$ cat src/rtl/dcache_pkg.sv
// Shared definitions for the direct-mapped write-back data cache.
//   state_e   : controller FSM states (IDLE, WB, FETCH, UPDATE)
//   OFFSET_W  : byte-offset bits inside a block
//   BLOCK_W   : block width in bits
//   idx_w()   : index width for a given block count
//   tag_w()   : tag width for a given address width and block count
package dcache_pkg;

  typedef enum logic [1:0] {
    ST_IDLE   = 2'd0,
    ST_WB     = 2'd1,
    ST_FETCH  = 2'd2,
    ST_UPDATE = 2'd3
  } state_e;

  localparam int OFFSET_W = 2;
  localparam int BLOCK_W  = 32;

  function automatic int idx_w(input int num_blocks);
    return (num_blocks > 1) ? $clog2(num_blocks) : 1;
  endfunction

  function automatic int tag_w(input int addr_w, input int num_blocks);
    return addr_w - OFFSET_W - idx_w(num_blocks);
  endfunction

endpackage

$ cat src/rtl/dcache_if.sv
// Bus bundles around the data cache.
//   dcache_cpu_if : CPU data port. master = CPU, slave = cache.
//                   read, write, address, writedata -> cache
//                   readdata, busywait              -> CPU
//   dcache_mem_if : block memory port. master = cache, slave = memory.
//                   mem_read, mem_write, mem_address, mem_writedata -> memory
//                   mem_readdata, mem_busywait                      -> cache
//
// Handshake: a request (read/write, or mem_read/mem_write) is held stable by
// its issuer while the responder's busywait is high; the transfer completes in
// the cycle where the request is high and busywait is low, and the issuer may
// change or drop the request only after that cycle's rising edge.
interface dcache_cpu_if #(parameter int ADDR_W = 8) ();
  logic              read;
  logic              write;
  logic [ADDR_W-1:0] address;
  logic [7:0]        writedata;
  logic [7:0]        readdata;
  logic              busywait;

  modport master (output read, write, address, writedata,
                  input  readdata, busywait);
  modport slave  (input  read, write, address, writedata,
                  output readdata, busywait);
endinterface

interface dcache_mem_if #(parameter int ADDR_W = 8) ();
  logic              mem_read;
  logic              mem_write;
  logic [ADDR_W-3:0] mem_address;
  logic [31:0]       mem_writedata;
  logic [31:0]       mem_readdata;
  logic              mem_busywait;

  modport master (output mem_read, mem_write, mem_address, mem_writedata,
                  input  mem_readdata, mem_busywait);
  modport slave  (input  mem_read, mem_write, mem_address, mem_writedata,
                  output mem_readdata, mem_busywait);
endinterface

$ cat src/rtl/dcache_store.sv
// Cache storage: per-block data, tag, valid and dirty.
// Asynchronous read of the addressed block, synchronous writes, and an
// asynchronous clear of valid/dirty on reset.
//   clk, rst_n            : clock, async active-low reset
//   idx                   : block index (read and write)
//   rd_data/rd_tag/...    : addressed block contents
//   byte_we/off/data      : store one byte into the block, mark it dirty
//   fill_we/data/tag      : replace the block from memory, valid & clean
module dcache_store
  import dcache_pkg::*;
#(
  parameter int NUM_BLOCKS = 8,
  parameter int TAG_W      = 3,
  parameter int IDX_W      = 3
) (
  input  logic                clk,
  input  logic                rst_n,
  input  logic [IDX_W-1:0]    idx,
  output logic [BLOCK_W-1:0]  rd_data,
  output logic [TAG_W-1:0]    rd_tag,
  output logic                rd_valid,
  output logic                rd_dirty,
  input  logic                byte_we,
  input  logic [OFFSET_W-1:0] byte_off,
  input  logic [7:0]          byte_data,
  input  logic                fill_we,
  input  logic [BLOCK_W-1:0]  fill_data,
  input  logic [TAG_W-1:0]    fill_tag
);

  logic [BLOCK_W-1:0]    data_q [NUM_BLOCKS];
  logic [TAG_W-1:0]      tag_q  [NUM_BLOCKS];
  logic [NUM_BLOCKS-1:0] valid_q;
  logic [NUM_BLOCKS-1:0] dirty_q;

  assign rd_data  = data_q[idx];
  assign rd_tag   = tag_q[idx];
  assign rd_valid = valid_q[idx];
  assign rd_dirty = dirty_q[idx];

  // Only the status bits are cleared; data and tag are don't-care while invalid.
  always_ff @(posedge clk or negedge rst_n) begin
    if (!rst_n) begin
      valid_q <= '0;
      dirty_q <= '0;
    end else if (fill_we) begin
      valid_q[idx] <= 1'b1;
      dirty_q[idx] <= 1'b0;
    end else if (byte_we) begin
      dirty_q[idx] <= 1'b1;
    end
  end

  always_ff @(posedge clk) begin
    if (fill_we) begin
      data_q[idx] <= fill_data;
      tag_q[idx]  <= fill_tag;
    end else if (byte_we) begin
      data_q[idx][{byte_off, 3'b000} +: 8] <= byte_data;
    end
  end

endmodule

$ cat src/rtl/dcache_ctrl.sv
// Direct-mapped write-back data cache controller.
// Owns the miss FSM, hit detection and byte-lane selection; storage lives in
// dcache_store.
//   CLK, RESET  : clock, asynchronous active-low reset
//   cpu         : CPU data port (slave side)
//   mem         : block memory port (master side)
//   dbg_state   : current FSM state (dcache_pkg::state_e encoding)
//   hit_count, miss_count : saturating statistics, present only when the
//                           DCACHE_STATS_EN macro is defined
module dcache_ctrl
  import dcache_pkg::*;
#(
  parameter int NUM_BLOCKS = 8,
  parameter int ADDR_W     = 8
) (
  input  logic         CLK,
  input  logic         RESET,
  dcache_cpu_if.slave  cpu,
  dcache_mem_if.master mem,
  output logic [1:0]   dbg_state
`ifdef DCACHE_STATS_EN
  ,
  output logic [15:0]  hit_count,
  output logic [15:0]  miss_count
`endif
);

  localparam int IDX_W = idx_w(NUM_BLOCKS);
  localparam int TAG_W = tag_w(ADDR_W, NUM_BLOCKS);

  localparam logic [1:0] IDLE   = ST_IDLE;
  localparam logic [1:0] WB     = ST_WB;
  localparam logic [1:0] FETCH  = ST_FETCH;
  localparam logic [1:0] UPDATE = ST_UPDATE;

  logic [1:0] state_q, state_d;

  logic [TAG_W-1:0]    req_tag;
  logic [IDX_W-1:0]    req_idx;
  logic [OFFSET_W-1:0] req_off;
  logic                req;

  logic [BLOCK_W-1:0]  blk_data;
  logic [TAG_W-1:0]    blk_tag;
  logic                blk_valid;
  logic                blk_dirty;

  logic                hit;
  logic                miss;
  logic [7:0]          lane;
  logic [BLOCK_W-1:0]  fill_q;

  assign req_tag = cpu.address[ADDR_W-1 -: TAG_W];
  assign req_idx = cpu.address[OFFSET_W +: IDX_W];
  assign req_off = cpu.address[OFFSET_W-1:0];
  assign req     = cpu.read | cpu.write;

  dcache_store #(
    .NUM_BLOCKS (NUM_BLOCKS),
    .TAG_W      (TAG_W),
    .IDX_W      (IDX_W)
  ) u_store (
    .clk       (CLK),
    .rst_n     (RESET),
    .idx       (req_idx),
    .rd_data   (blk_data),
    .rd_tag    (blk_tag),
    .rd_valid  (blk_valid),
    .rd_dirty  (blk_dirty),
    .byte_we   (hit & cpu.write),
    .byte_off  (req_off),
    .byte_data (cpu.writedata),
    .fill_we   (state_q == UPDATE),
    .fill_data (fill_q),
    .fill_tag  (req_tag)
  );

  // Hits are only meaningful in IDLE; other states are servicing a miss.
  assign hit  = (state_q == IDLE) & req & blk_valid & (blk_tag == req_tag);
  assign miss = (state_q == IDLE) & req & ~(blk_valid & (blk_tag == req_tag));

  always_comb begin
    lane = blk_data[7:0];
    case (req_off)
      2'd0:    lane = blk_data[7:0];
      2'd1:    lane = blk_data[15:8];
      2'd2:    lane = blk_data[23:16];
      default: lane = blk_data[31:24];
    endcase
  end

  // A simultaneous read and write is a write, so no load data is returned.
  assign cpu.readdata = (hit & cpu.read & ~cpu.write) ? lane : 8'h00;
  assign cpu.busywait = miss | (state_q != IDLE);

  always_comb begin
    state_d = state_q;
    case (state_q)
      IDLE:    if (miss) state_d = blk_dirty ? WB : FETCH;
      WB:      if (!mem.mem_busywait) state_d = FETCH;
      FETCH:   if (!mem.mem_busywait) state_d = UPDATE;
      default: state_d = IDLE;
    endcase
  end

  always_ff @(posedge CLK or negedge RESET) begin
    if (!RESET) state_q <= IDLE;
    else        state_q <= state_d;
  end

  // Refill data is only guaranteed during the final FETCH cycle, so it is
  // captured there and written into the array during UPDATE.
  always_ff @(posedge CLK or negedge RESET) begin
    if (!RESET) fill_q <= '0;
    else if (state_q == FETCH && !mem.mem_busywait) fill_q <= mem.mem_readdata;
  end

  // Memory outputs decode from state only; address and stored block are
  // held constant by the stalled CPU, so they stay stable per transfer.
  always_comb begin
    mem.mem_read      = (state_q == FETCH);
    mem.mem_write     = (state_q == WB);
    mem.mem_address   = '0;
    mem.mem_writedata = '0;
    if (state_q == WB) begin
      mem.mem_address   = {blk_tag, req_idx};
      mem.mem_writedata = blk_data;
    end else if (state_q == FETCH) begin
      mem.mem_address   = {req_tag, req_idx};
    end
  end

  assign dbg_state = state_q;

`ifdef DCACHE_STATS_EN
  always_ff @(posedge CLK or negedge RESET) begin
    if (!RESET) begin
      hit_count  <= '0;
      miss_count <= '0;
    end else begin
      if (hit && hit_count != 16'hFFFF)   hit_count  <= hit_count + 16'd1;
      if (miss && miss_count != 16'hFFFF) miss_count <= miss_count + 16'd1;
    end
  end
`endif

endmodule
$ cat src/flat_wrapper.sv
// flat-port wrapper written by rule: the top's interface ports become plain ports
module dcache_ctrl_flat import dcache_pkg::*;
#(
  parameter int NUM_BLOCKS = 8,
  parameter int ADDR_W     = 8
)
  (CLK, RESET, dbg_state, cpu_read, cpu_write, cpu_address, cpu_writedata, cpu_readdata, cpu_busywait, mem_mem_read, mem_mem_write, mem_mem_address, mem_mem_writedata, mem_mem_readdata, mem_mem_busywait);
  dcache_cpu_if #(.ADDR_W(ADDR_W)) cpu_i ();
  dcache_mem_if #(.ADDR_W(ADDR_W)) mem_i ();
  input  logic CLK;
  input  logic RESET;
  output logic [1:0] dbg_state;
  input wire logic [$bits(cpu_i.read)-1:0] cpu_read;
  input wire logic [$bits(cpu_i.write)-1:0] cpu_write;
  input wire logic [$bits(cpu_i.address)-1:0] cpu_address;
  input wire logic [$bits(cpu_i.writedata)-1:0] cpu_writedata;
  output wire logic [$bits(cpu_i.readdata)-1:0] cpu_readdata;
  output wire logic [$bits(cpu_i.busywait)-1:0] cpu_busywait;
  output wire logic [$bits(mem_i.mem_read)-1:0] mem_mem_read;
  output wire logic [$bits(mem_i.mem_write)-1:0] mem_mem_write;
  output wire logic [$bits(mem_i.mem_address)-1:0] mem_mem_address;
  output wire logic [$bits(mem_i.mem_writedata)-1:0] mem_mem_writedata;
  input wire logic [$bits(mem_i.mem_readdata)-1:0] mem_mem_readdata;
  input wire logic [$bits(mem_i.mem_busywait)-1:0] mem_mem_busywait;
  assign cpu_i.read = cpu_read;
  assign cpu_i.write = cpu_write;
  assign cpu_i.address = cpu_address;
  assign cpu_i.writedata = cpu_writedata;
  assign cpu_readdata = cpu_i.readdata;
  assign cpu_busywait = cpu_i.busywait;
  assign mem_mem_read = mem_i.mem_read;
  assign mem_mem_write = mem_i.mem_write;
  assign mem_mem_address = mem_i.mem_address;
  assign mem_mem_writedata = mem_i.mem_writedata;
  assign mem_i.mem_readdata = mem_mem_readdata;
  assign mem_i.mem_busywait = mem_mem_busywait;
  dcache_ctrl #(.NUM_BLOCKS(NUM_BLOCKS), .ADDR_W(ADDR_W)) u_core (.CLK(CLK), .RESET(RESET), .cpu(cpu_i), .mem(mem_i), .dbg_state(dbg_state));
endmodule
$ cat config.mk
export PLATFORM = sky130hd
export DESIGN_NAME = dcache_ctrl_flat
export DESIGN_NICKNAME = d
export VERILOG_FILES = /design/src/rtl/dcache_pkg.sv /design/src/rtl/dcache_if.sv /design/src/rtl/dcache_store.sv /design/src/rtl/dcache_ctrl.sv /design/src/flat_wrapper.sv
export SDC_FILE = /design/constraint.sdc
export NUM_CORES = 1
export LEC_CHECK = 0
export CAP_MARGIN = 25
export CORE_ASPECT_RATIO = 0.8
export CORE_MARGIN = 5
export CORE_UTILIZATION = 55
export CTS_CLUSTER_SIZE = 8
export DETAILED_ROUTE_END_ITERATION = 10
export DONT_BUFFER_PORTS = 1
export PLACE_DENSITY = 0.78
export RECOVER_POWER = 50
export REMOVE_ABC_BUFFERS = 1
export SYNTH_ARGS = -nofsm -noshare
export SYNTH_HDL_FRONTEND = slang
export SYNTH_SLANG_ARGS = --single-unit
$ cat constraint.sdc
create_clock -name CLK -period 6 [get_ports CLK]
set_clock_uncertainty 0.15 [all_clocks]
set_input_delay 0.9 -clock CLK [delete_from_list [all_inputs] [get_ports CLK]]
set_output_delay 0.9 -clock CLK [all_outputs]
set_load 0.01 [all_outputs]
==> metrics.md <==
| Metric | Value |
|---|---|
| GPL Wtd Cong | `0.976` |
| Max-slew violation count | `116` |
| Ys async rst share | `0.152` |
| Die height | `153 microns` |
| # diodes | `0` |
| GR Overflow Total | `0` |
| Crit-path leading delay family | `compound AO/OA/AOI/OAI gates` |
| Status | `complete, but fails checks` |
| Type of the worst setup path | `primary input to primary output` |
| Antenna violations before repair | `1` |
| Top Usage Layer GRT | `met2` |
| Register area | `9660 sq um` |
| DR vias/cell | `6.62` |
| Yosys cell types | `54` |
| Final wirelength | `38200 microns` |
| Met2 usage | `0.381` |
| Final setup viols | `0` |
| Clk_lat worst skew | `540 ps` |
| PwrDens | `422 nW/um^2` |
| # Max-Cap Violations | `2` |
| Critical-path cell list | `clkinv_1 -> clkbuf_1 -> nand2_1 -> o221ai_1 -> a222oi_1 -> and2_1 -> a211oi_1` |
| Drt first pass iters | `9` |
| GRT Util Overall | `0.260` |
| Fin. Hold Viols | `0` |
| Clk sinks | `330` |
| EDFF count, synth | `280` |
| Final setup TNS | `0 ps` |
| Sum of buffers and inverters on the critical path | `2` |
| H-tree depth | `2` |
| Starting Density | `0.557` |
| Setup crit end kind | `primary output` |
| Leakage | `5.62 nW` |
| Worst slew margin | `-1.08` |
| Share of the synthesized area in the top cell type | `0.596` |
| DR WL/cell | `28.4 microns` |
| Top_reg_cell synth | `edfxtp_1` |
| Vias | `8910` |
| Num ports | `104` |
| FF+latch count, synth | `330` |
| Worst slew pin tran | `3120 ps` |
| Total CTS buffers | `47` |
| Share of the clock period used by the worst path | `0.835` |
| Met1 Use GR | `0.369` |
| Detail Placement HPWL | `24600 microns` |
| Yosys warning count | `0` |
| WHS | `305 ps` |
| Vias in the first global route | `8621` |
| Root Buffer | `clkbuf_16` |
| Failing checks | `max-capacitance violations, max-slew violations` |
| Grt met3 use | `0.0889` |
| Post-route ant nets | `0` |
| Util after Layout | `0.619` |
| Area Overhead vs Synth | `11.1%` |
| Remaining DRCs | `0` |
| WP data arrival | `3960 ps` |
| Fin worst setup slack | `989 ps` |
| Die area | `29000 sq um` |
| Mean Syn Cell Area | `14.5 sq um` |
| Max incr delay on CP | `940 ps` |
| Cell taking the most area after synthesis | `edfxtp_1` |
| Seq/Total Area, Yosys | `0.685` |
| Unrepaired setup endpoints after global routing | `no` |
| Final Net Count | `1048` |
| Synthesized area | `14100 sq um` |
| Multi-input gate area | `4020 sq um` |
| Clock buffer depth | `3` |
| Max Freq | `200 MHz` |
| FP Rows | `52` |
| Initial drt markers | `1445` |
| Core Region | `25300 sq um` |
| Critical path's slowest cell | `clkbuf_1` |
| Crit path max fanout | `74` |
| IO Port Bufs | `0` |
| Hold Path Class | `primary input to flip-flop` |
| Dpl ws | `1720 ps` |
| Post-route minimum period | `5010 ps` |
| Synth top area cells | `edfxtp_1 (60%), dfrtp_1 (8.9%), mux2i_1 (4.8%), mux4_2 (3.8%), nand2_1 (2.4%)` |
| Critical path startpoint category | `primary input` |
| Peak supply drop | `0.000287 V` |
| Fill cell count | `1833` |
| CTS tree | `built` |
| Largest net degree at the start of global routing | `87` |
| Die W | `189 microns` |
| Worst EP required | `4950 ps` |
| Cell count after synthesis | `975` |
| Layout cells sized above 1 | `0.116` |
| Reg clk slew, reported paths | `50 ps` |
| First-pass GRT wire length | `56200 microns` |
==> cells in the final DEF (no fill, tap or decap), drive strengths merged, types with 4 or more instances in the layout <==
cell | netlist | final
mux2 | 22 | 22
a221oi | 34 | 34
inv | 42 | 44
and3 | 9 | 9
ha | 11 | 11
a221o | 7 | 7
dfrtp | 50 | 50
or2 | 10 | 10
o22ai | 8 | 8
and2 | 19 | 19
buf | 28 | 6
mux2i | 67 | 67
mux4 | 24 | 24
o22a | 6 | 6
o221ai | 4 | 4
a41oi | 12 | 12
nor2 | 84 | 84
nor2b | 9 | 9
clkbuf | 24 | 90
nor3 | 6 | 6
clkinv | 3 | 4
edfxtp | 280 | 280
a21oi | 16 | 16
a22o | 5 | 5
a211oi | 10 | 10
nand2 | 89 | 89
nand4 | 4 | 4
a22oi | 14 | 14
nand3b | 4 | 4
o21ai | 46 | 46
==> timing repair <==
action | 4_1_cts | 5_1_grt
setup buffers | 0 | 0
hold endpoints to repair | 50 | 0
gates resized for setup | 0 | 0
hold buffers | 1 | 0
==> registers in the layout (all words and copies together) (netlist names), named ones only <==
register,flops
u_core.u_store.valid_q,8
u_core.fill_q,32
u_core.u_store.data_q,256
u_core.u_store.tag_q,24
u_core.dbg_state,2
==> area by class of cell <==
cell class              instances  area share
clock buffers                  84      0.0839
clock inverters                 3     0.00240
inverters                      45      0.0108
multi-input cells             548       0.257
flip-flops and latches        330       0.616
well taps                     324      0.0259
repair buffers                 12     0.00415
==> power breakdown <==
part	internal (mW)	leakage, nW	switching (mW)
Combinational	0.295	1.82	0.803
Clock	1.47	0.641	0.951
Sequential	3.01	3.16	0.0824
Total	4.77	5.62	1.84
==> worst paths after layout <==
kind                                                end  slack [ps]  cells after the start                       from
min in group asynchronous              u_core.fill_q[9]        1230                      1                      RESET
setup / recovery                        cpu_readdata[3]         990                      7             cpu_address[2]
setup reg to reg           u_core.u_store.data_q[4][14]        2080                      7        u_core.dbg_state[1]
hold reg to reg               u_core.u_store.valid_q[0]         320                      1  u_core.u_store.valid_q[0]
hold / removal               u_core.u_store.tag_q[5][0]         310                      0             cpu_address[5]
max in group asynchronous           u_core.dbg_state[0]        2690                      1                      RESET
==> worst reg2reg max path, stage by stage (launching register included) <==
cell	delay, ps
dfrtp_1	470
inv_1	170
ha_1	270
nand2_1	130
nor3_4	120
clkbuf_1	690
nand4_1	820
mux2i_1	830
==> cells in the mapped netlist (4+ instances only) <==
master    number
buf_4          4
mux4_2        24
ha_1          11
and3_1         9
a22oi_1       14
edfxtp_1     280
mux2_2        22
nor3_1         5
buf_1         14
and2_1        18
a21oi_1       16
a211oi_1       9
a22o_1         5
mux2i_1       67
a41oi_1       12
nand2_1       89
inv_1         42
a221oi_1      34
nor2_1        84
o221ai_1       4
o22a_1         6
buf_2          9
o22ai_1        8
or2_2         10
nand4_2        4
a221o_1        7
nor2b_1        9
nand3b_1       4
dfrtp_1       50
o21ai_0       46
clkbuf_1      24
==> cells by family after synthesis <==
family / Yosys count / synth area share
flip-flops: 330 / 0.685
AND/OR/NAND/NOR: 248 / 0.0831
AO/OA/AOI/OAI: 176 / 0.0903
multiplexers: 113 / 0.103
buffers and inverters: 97 / 0.0282
adder cells (fa/ha/maj): 11 / 0.00976
==> metrics by stage <==
| stage | power, mW | cell area, sq um | instances |
|---|---|---|---|
| final | 6.61 | 15700 | 1346 |
| after detailed placement | 4.20 | 14300 | 1255 |
| after global placement | 4.15 | 14300 | 1255 |
| after global routing | 6.86 | 15700 | 1346 |
| after CTS | 6.61 | 15700 | 1343 |
| after floorplan | 3.83 | 13900 | 923 |
==> per-layer routing <==
layer  routed length (microns)  up-vias
li1                          -     3756
met1                     14400     4399
met2                     16900      648
met3                      5470      107
met4                      1380        0
met5                         0        -
Power figures use the tool's default switching activity.
